<file path="config.mk">
export PLATFORM = sky130hd
export DESIGN_NAME = fetch_branch_predictor_flat
export DESIGN_NICKNAME = d
export VERILOG_FILES = /design/src/rtl/fetch_branch_predictor_pkg.sv /design/src/rtl/fetch_branch_predictor_if.sv /design/src/rtl/fetch_branch_predictor_sat_counter.sv /design/src/rtl/fetch_branch_predictor.sv /design/src/flat_wrapper.sv
export SDC_FILE = /design/constraint.sdc
export NUM_CORES = 2
export LEC_CHECK = 0
export BUFFER_PORTS_ARGS = -buffer_cell sky130_fd_sc_hd__buf_2
export CORE_MARGIN = 5
export CORE_UTILIZATION = 57
export CTS_BUF_LIST = sky130_fd_sc_hd__clkbuf_16
export DETAILED_ROUTE_END_ITERATION = 7
export PLACE_DENSITY = 0.84
export RECOVER_POWER = 25
export SETUP_SLACK_MARGIN = 0.2
export SKIP_CTS_REPAIR_TIMING = 1
export SYNTH_ARGS = -nofsm -noshare
export SYNTH_HDL_FRONTEND = slang
export SYNTH_HIERARCHICAL = 1
export SYNTH_SLANG_ARGS = --single-unit
export TNS_END_PERCENT = 50
</file>
<file path="constraint.sdc">
create_clock -name clk -period 4.95 [get_ports clk]
set_clock_uncertainty 0.2 [all_clocks]
set_input_delay 0.2475 -clock clk [delete_from_list [all_inputs] [get_ports clk]]
set_output_delay 0.2475 -clock clk [all_outputs]
set_load 0.03 [all_outputs]
</file>
<file path="src/rtl/fetch_branch_predictor_pkg.sv">
// Shared types and constants for the fetch-side branch predictor.
package bp_pkg;

    localparam logic [1:0] BP_SNT       = 2'b00;
    localparam logic [1:0] BP_WNT       = 2'b01;
    localparam logic [1:0] BP_WT        = 2'b10;
    localparam logic [1:0] BP_ST        = 2'b11;
    localparam logic [1:0] BP_ALLOC_CTR = BP_WT;

    // Tag is sized for the smallest table; unused upper bits stay zero.
    localparam int BP_TAG_W = 30;

    typedef struct packed {
        logic                valid;
        logic [BP_TAG_W-1:0] tag;
        logic [31:0]         target;
        logic [1:0]          ctr;
    } bp_entry_t;

    // Tag of a word address (pc[31:2]) for a table with idx_w index bits.
    function automatic logic [BP_TAG_W-1:0] bp_tag(input logic [29:0] pc_w, input int idx_w);
        return pc_w >> idx_w;
    endfunction

endpackage

</file>
<file path="src/rtl/fetch_branch_predictor_if.sv">
// Fetch lookup, execute resolution and memory-stage redirect signals of the predictor.
interface fetch_branch_predictor_if;

    logic [31:0] pc_f;
    logic        pred_taken_f;
    logic [31:0] pred_target_f;

    logic        upd_valid_e;
    logic [31:0] upd_pc_e;
    logic        upd_taken_e;
    logic [31:0] upd_target_e;
    logic        upd_pred_taken_e;
    logic [31:0] upd_pred_target_e;

    logic        mispredict_m;
    logic [31:0] redirect_pc_m;

    modport master (
        output pc_f, upd_valid_e, upd_pc_e, upd_taken_e, upd_target_e,
               upd_pred_taken_e, upd_pred_target_e,
        input  pred_taken_f, pred_target_f, mispredict_m, redirect_pc_m
    );

    modport slave (
        input  pc_f, upd_valid_e, upd_pc_e, upd_taken_e, upd_target_e,
               upd_pred_taken_e, upd_pred_target_e,
        output pred_taken_f, pred_target_f, mispredict_m, redirect_pc_m
    );

endinterface

</file>
<file path="src/rtl/fetch_branch_predictor_sat_counter.sv">
// 2-bit saturating counter next-state logic for the BTB update path.
module bp_sat_counter
    import bp_pkg::*;
(
    input  logic [1:0] ctr_i,
    input  logic       taken_i,
    output logic [1:0] ctr_o
);

    always_comb begin
        ctr_o = ctr_i;
        if (taken_i) begin
            if (ctr_i != BP_ST) ctr_o = ctr_i + 2'd1;
        end else begin
            if (ctr_i != BP_SNT) ctr_o = ctr_i - 2'd1;
        end
    end

endmodule

</file>
<file path="src/rtl/fetch_branch_predictor.sv">
// Direct-mapped BTB predictor with registered mispredict/redirect.
// Optional statistics counters are enabled by defining BP_STATS_EN.
module fetch_branch_predictor
    import bp_pkg::*;
#(
    parameter int         ENTRIES  = 16,
    parameter logic [1:0] INIT_CTR = 2'b01
) (
    input  logic clk,
    input  logic rst,
`ifdef BP_STATS_EN
    output logic [31:0] stat_branches,
    output logic [31:0] stat_mispredicts,
`endif
    fetch_branch_predictor_if.slave bp
);

    localparam int IDX = $clog2(ENTRIES);

    bp_entry_t   btb_q [ENTRIES];
    logic        mispredict_q;
    logic [31:0] redirect_pc_q;

    logic [IDX-1:0] idx_f;
    bp_entry_t      ent_f;
    logic           hit_f;

    logic [IDX-1:0] upd_idx;
    bp_entry_t      upd_ent;
    logic           upd_hit;
    logic [1:0]     ctr_next;
    logic [31:0]    actual_pc;
    logic [31:0]    predicted_pc;
    logic           mispredict_d;
    logic [31:0]    redirect_pc_d;

    always_comb begin
        idx_f = bp.pc_f[IDX+1:2];
        ent_f = btb_q[idx_f];
        hit_f = ent_f.valid && (ent_f.tag == bp_tag(bp.pc_f[31:2], IDX));
        bp.pred_taken_f  = hit_f && ent_f.ctr[1];
        bp.pred_target_f = bp.pred_taken_f ? ent_f.target : bp.pc_f + 32'd4;
    end

    always_comb begin
        upd_idx = bp.upd_pc_e[IDX+1:2];
        upd_ent = btb_q[upd_idx];
        upd_hit = upd_ent.valid && (upd_ent.tag == bp_tag(bp.upd_pc_e[31:2], IDX));

        actual_pc     = bp.upd_taken_e      ? bp.upd_target_e      : bp.upd_pc_e + 32'd4;
        predicted_pc  = bp.upd_pred_taken_e ? bp.upd_pred_target_e : bp.upd_pc_e + 32'd4;
        mispredict_d  = bp.upd_valid_e && (actual_pc != predicted_pc);
        redirect_pc_d = mispredict_d ? actual_pc : redirect_pc_q;
    end

    bp_sat_counter u_sat_counter (
        .ctr_i   (upd_ent.ctr),
        .taken_i (bp.upd_taken_e),
        .ctr_o   (ctr_next)
    );

    always_ff @(posedge clk) begin
        if (rst) begin
            for (int i = 0; i < ENTRIES; i++) begin
                btb_q[i] <= '{valid: 1'b0, tag: '0, target: '0, ctr: INIT_CTR};
            end
        end else if (bp.upd_valid_e) begin
            if (upd_hit) begin
                btb_q[upd_idx].ctr <= ctr_next;
                if (bp.upd_taken_e) btb_q[upd_idx].target <= bp.upd_target_e;
            end else if (bp.upd_taken_e) begin
                btb_q[upd_idx] <= '{valid:  1'b1,
                                    tag:    bp_tag(bp.upd_pc_e[31:2], IDX),
                                    target: bp.upd_target_e,
                                    ctr:    BP_ALLOC_CTR};
            end
        end
    end

    always_ff @(posedge clk) begin
        if (rst) begin
            mispredict_q  <= 1'b0;
            redirect_pc_q <= '0;
        end else begin
            mispredict_q  <= mispredict_d;
            redirect_pc_q <= redirect_pc_d;
        end
    end

    assign bp.mispredict_m  = mispredict_q;
    assign bp.redirect_pc_m = redirect_pc_q;

`ifdef BP_STATS_EN
    logic [31:0] stat_branches_q;
    logic [31:0] stat_mispredicts_q;

    always_ff @(posedge clk) begin
        if (rst) begin
            stat_branches_q    <= '0;
            stat_mispredicts_q <= '0;
        end else begin
            if (bp.upd_valid_e) stat_branches_q    <= stat_branches_q + 32'd1;
            if (mispredict_d)   stat_mispredicts_q <= stat_mispredicts_q + 32'd1;
        end
    end

    assign stat_branches    = stat_branches_q;
    assign stat_mispredicts = stat_mispredicts_q;
`endif

endmodule

</file>
<file path="src/flat_wrapper.sv">
// flat-port wrapper written by rule: the top's interface ports become plain ports
module fetch_branch_predictor_flat import bp_pkg::*;
#(
    parameter int         ENTRIES  = 16,
    parameter logic [1:0] INIT_CTR = 2'b01
)
  (clk, rst, bp_pc_f, bp_upd_valid_e, bp_upd_pc_e, bp_upd_taken_e, bp_upd_target_e, bp_upd_pred_taken_e, bp_upd_pred_target_e, bp_pred_taken_f, bp_pred_target_f, bp_mispredict_m, bp_redirect_pc_m);
  fetch_branch_predictor_if bp_i ();
  input  logic clk;
  input  logic rst;
  input wire logic [$bits(bp_i.pc_f)-1:0] bp_pc_f;
  input wire logic [$bits(bp_i.upd_valid_e)-1:0] bp_upd_valid_e;
  input wire logic [$bits(bp_i.upd_pc_e)-1:0] bp_upd_pc_e;
  input wire logic [$bits(bp_i.upd_taken_e)-1:0] bp_upd_taken_e;
  input wire logic [$bits(bp_i.upd_target_e)-1:0] bp_upd_target_e;
  input wire logic [$bits(bp_i.upd_pred_taken_e)-1:0] bp_upd_pred_taken_e;
  input wire logic [$bits(bp_i.upd_pred_target_e)-1:0] bp_upd_pred_target_e;
  output wire logic [$bits(bp_i.pred_taken_f)-1:0] bp_pred_taken_f;
  output wire logic [$bits(bp_i.pred_target_f)-1:0] bp_pred_target_f;
  output wire logic [$bits(bp_i.mispredict_m)-1:0] bp_mispredict_m;
  output wire logic [$bits(bp_i.redirect_pc_m)-1:0] bp_redirect_pc_m;
  assign bp_i.pc_f = bp_pc_f;
  assign bp_i.upd_valid_e = bp_upd_valid_e;
  assign bp_i.upd_pc_e = bp_upd_pc_e;
  assign bp_i.upd_taken_e = bp_upd_taken_e;
  assign bp_i.upd_target_e = bp_upd_target_e;
  assign bp_i.upd_pred_taken_e = bp_upd_pred_taken_e;
  assign bp_i.upd_pred_target_e = bp_upd_pred_target_e;
  assign bp_pred_taken_f = bp_i.pred_taken_f;
  assign bp_pred_target_f = bp_i.pred_target_f;
  assign bp_mispredict_m = bp_i.mispredict_m;
  assign bp_redirect_pc_m = bp_i.redirect_pc_m;
  fetch_branch_predictor #(.ENTRIES(ENTRIES), .INIT_CTR(INIT_CTR)) u_core (.clk(clk), .rst(rst), .bp(bp_i));
endmodule
</file>
==> flow_results.org <==
** Power
- Switching Fraction :: 0.253
- Internal power summed over all cells :: 15.0 mW
- The share of total power dissipated in combinational logic is 0.131.
- Sequential cell fraction of total power :: 0.497
- Of the total power, the clock network draws 0.372.
- Largest voltage drop on the vdd net :: 0.309 mV
- P per Cell Area :: 335 nW/um2
- In this run the static leakage power is 22.5 nW.
- In this run the power spent charging and discharging nets is 5.10 mW.
- Power after layout :: 20.1 mW

** Critical path
- Setup slack on the worst reg-to-reg path comes out at 0.72 ns.
- For the worst setup path, the data arrival time is 4.80 ns.
- The number of cells on the worst reg-to-reg path is 10.
- The endpoint identified for the worst register-to-register timing path is u_core/btb_q[5][0].
- In this run the worst path has a maximum fanout of 16.
- STA classifies the critical path endpoint as a primary output.
- In this run the critical register-to-register path is launched from u_core/btb_q[10][38].
- Data on the critical path is required at its endpoint by 4.50 ns.
- STA classifies the critical path startpoint as a flop.
- Setup CP Type :: reg -> out

** Clock tree
- Post-CTS clock slew at the launch and capture registers of the worst setup and hold paths :: 0.06 ns
- Clock tree synthesis found a total of 1009 sinks.
- Clock tree from TritonCTS :: yes
- Max Root-Sink Buffers :: 3
- Number of buffers created by CTS :: 99
- Clock root buffer :: clkbuf_16
- Clock Latency Late Sink :: 0.69 ns
- In this run the number of H-tree levels came out at 3.

** Global routing
- For this run, global-route usage on met2 was measured as 0.509.
- The number of global-route vias before repair came to 36400.
- For this run, global-route usage on met1 was measured as 0.448.
- GRT Max-Usage Layer :: met2
- The number of antenna violations at the first check in global routing came to 34.
- Total global routing track utilization :: 0.348
- Entering global routing, the biggest net connects 81 pins.
- For met3 alone, demand over resource in global routing was 0.154.
- Wire length of the first global-routing pass :: 252 mm
- Residual overflow from global routing :: 0

** Floorplan
- In this run the horizontal extent of the chip is 317 um.
- Starting density of the core :: 0.575
- After floorplanning, the core was divided into 112 placement rows.
- Standard cell core area :: 93600 um2
- Vertical die dimension :: 317 um
- Number of primary I/O pins :: 199
- Die ar. :: 101000 um2

** Logic synthesis
- Averaged over all synthesized cells, the footprint is 14.4 um2.
- Commonest register cell after synthesis :: edfxtp_1
- By count the netlist is led by edfxtp_1 (960), and2_1 (559), and3_1 (422).
- Counting flops with a built-in enable in the synthesized netlist gives 960.
- The cell count after synthesis came out at 3746.
- Complex-gate fraction of the synthesized area :: 0.0266
- Yosys mapped the design onto 83 distinct sky130hd cell types.
- Cell type with the highest aggregate area in the netlist :: edfxtp_1
- Of the total synthesized cell area, the portion taken by full adders, half adders and majority gates is 0.00158.
- Ranked by total cell area, the synthesized netlist is headed by edfxtp_1 (54%), mux4_2 (17%), and2_1 (6.5%).
- Share of the synthesized netlist area taken by xor and xnor gates :: 0.0317
- Of the post-synthesis cell area, the dominant cell type holds 0.535.
- Area fraction in and, or, nand and nor cells after synthesis :: 0.153
- Synthesis warning total :: 6
- After synthesis, the largest family of logic cells by area is multiplexers.
- Post-synthesis mux area share :: 0.199
- By instance count, the leading cell after synthesis is edfxtp_1.
- Synth Cell Area :: 53800 um2
- Part of the Yosys area used for sequential elements :: 0.554
- Nets in the synthesized netlist :: 3884
- Async SR Flop Fraction :: 0
- Register bit count reported by yosys :: 1009

** Timing
- The number of max-slew violations in the final report was 418.
- Setup Viol. Count Final :: 50
- Hold Violations, Final :: 0
- RSZ-0062 raised after global routing :: true
- The tightest hold path in the finished design has a slack of 0.0111 ns.
- The worst path in the final design needs a cycle of 5.25 ns, including I/O delays and setup.
- The worst pin sits at a relative slew slack of -0.892.
- Maximum operating frequency :: 0.191 GHz
- Dividing the final minimum period by the clock period gives 1.06.
- Post-route worst setup slack :: -0.296 ns
- For the pin with the worst max-slew slack, the measured transition is 2.81 ns.

** Route
- Per-cell routed wire length :: 34.2 um
- The routed design has 178 mm of wire.
- Total number of vias :: 37000
- In the routed design, unresolved DRC markers number 0.
- Starting DRT DRC Count :: 6140
- The first detailed-routing pass took 7 iterations.
- Post-detailed-route via-to-cell ratio :: 7.11
- The detail route stage leaves a number of antenna-violating nets equal to 0.

** Finish
- Relative to the synthesized area, the layout overhead comes to 11.6%.
- Proportion of layout cells with a drive suffix above 1 :: 0.249
- In the final layout, the multi-input gates occupy 22300 um2.
- Area occupied by registers :: 29800 um2
- The net count of the finished layout is 3984.
- Once layout is done, the placed cells without fillers occupy 60100 um2.
- The layout has 6467 filler cells.

** Place
- Area after detailed placement :: 56500 um2
- Routability-driven placement finished with a final weighted congestion of 1.05.
- Post-DP HPWL :: 110 mm
- # port buffers :: 198

** Status
- The run finished, with violations left.
- The final reports fail on max-capacitance violations, max-slew violations, negative setup slack.

** Job
- Across the run, the number of max-cap violations was 12.

** Worst hold path
- The worst hold path terminates at u_core/btb_q[4][51].
- The tightest min-delay check is of the in -> reg type.
- Hold path startpoint :: bp_upd_pc_e[23]
- Counting instances, the worst hold path has a depth of 2.
## how the worst max path moves through the flow
| stage | start | end | cells after the start |
|---|---|---|---|
| after global placement | bp_pc_f[2] | bp_pred_target_f[0] | 13 |
| after floorplan | bp_pc_f[3] | bp_pred_target_f[2] | 13 |
| final | u_core/btb_q[11][36] | bp_pred_target_f[0] | 10 |
| after detailed placement | bp_pc_f[2] | bp_pred_target_f[0] | 13 |
| after global routing | u_core/btb_q[15][40] | bp_pred_target_f[0] | 10 |
| after CTS | u_core/btb_q[13][40] | bp_pred_target_f[0] | 10 |
## critical path, cell delays in order (launching register included)
cell and delay [ns]:
edfxtp_1 0.41, mux4_2 0.48, mux4_2 0.53, xnor2_2 0.43, nand2_1 0.09, or4b_1 0.49, or4_4 0.54, nor4_4 0.25
clkbuf_16 0.28, mux2_2 0.36, buf_2 0.18
## layout make-up
cell class,count,share of cell area
timing repair buffer,423,0.0515
clock inverter,85,0.0118
antenna,22,0.000916
multi-input combinational,2300,0.371
sequential,1009,0.496
tap,1254,0.0261
clock buffer,100,0.0417
inverter,13,0.000812
## flip-flops by register name (all words and copies together) (netlist names)
register / cells
u_core/btb_q: 976
u_core/bp.mispredict_m: 1
u_core/bp.redirect_pc_m: 32
## metal layers
metal / wire length (um) / share of wire
met4: 10500 / 0.059
met3: 30700 / 0.17
met1: 58600 / 0.33
met2: 77700 / 0.44
met5: 254 / 0.0014
## metrics by stage
stage                     instances   util  setup slack, ns  TNS [ns]
after floorplan                3746      -            0.213         0
after global placement         4958  0.603            0.179         0
after detailed placement       4958  0.603            0.116         0
after CTS                      5143  0.638           -0.510    -14.31
after global routing           5188  0.641           -0.356    -10.49
final                          5206  0.642           -0.296     -8.42
## layout by cell type, fill, tap and decap left out, types with 61 or more instances in the layout
master / instances
mux4_2: 400
mux2i_1: 94
nand2_1: 90
xnor2_1: 113
and2_1: 477
buf_4: 149
edfxtp_1: 960
and3_1: 422
buf_2: 156
xor2_1: 61
clkbuf_16: 101
and2_0: 84
## power by group through the flow
stage | combinational [mW] | clock [mW] | sequential, mW
floorplan | 1.56 | 0 | 10.1
global placement | 2.46 | 0 | 10.1
detailed placement | 2.50 | 0 | 10.2
CTS | 2.53 | 7.52 | 9.99
global route | 2.69 | 7.88 | 10.0
finish | 2.64 | 7.50 | 10.0
## cells by family after synthesis
group / after synthesis
buffers and inverters: 437
DFF: 1009
xor gates and xnor gates: 184
muxes: 541
and+or+nand+nor: 1373
AOI/OAI and AO/OA: 195
adders and majority gates: 7
No activity file was read; power rests on OpenSTA's default activity.
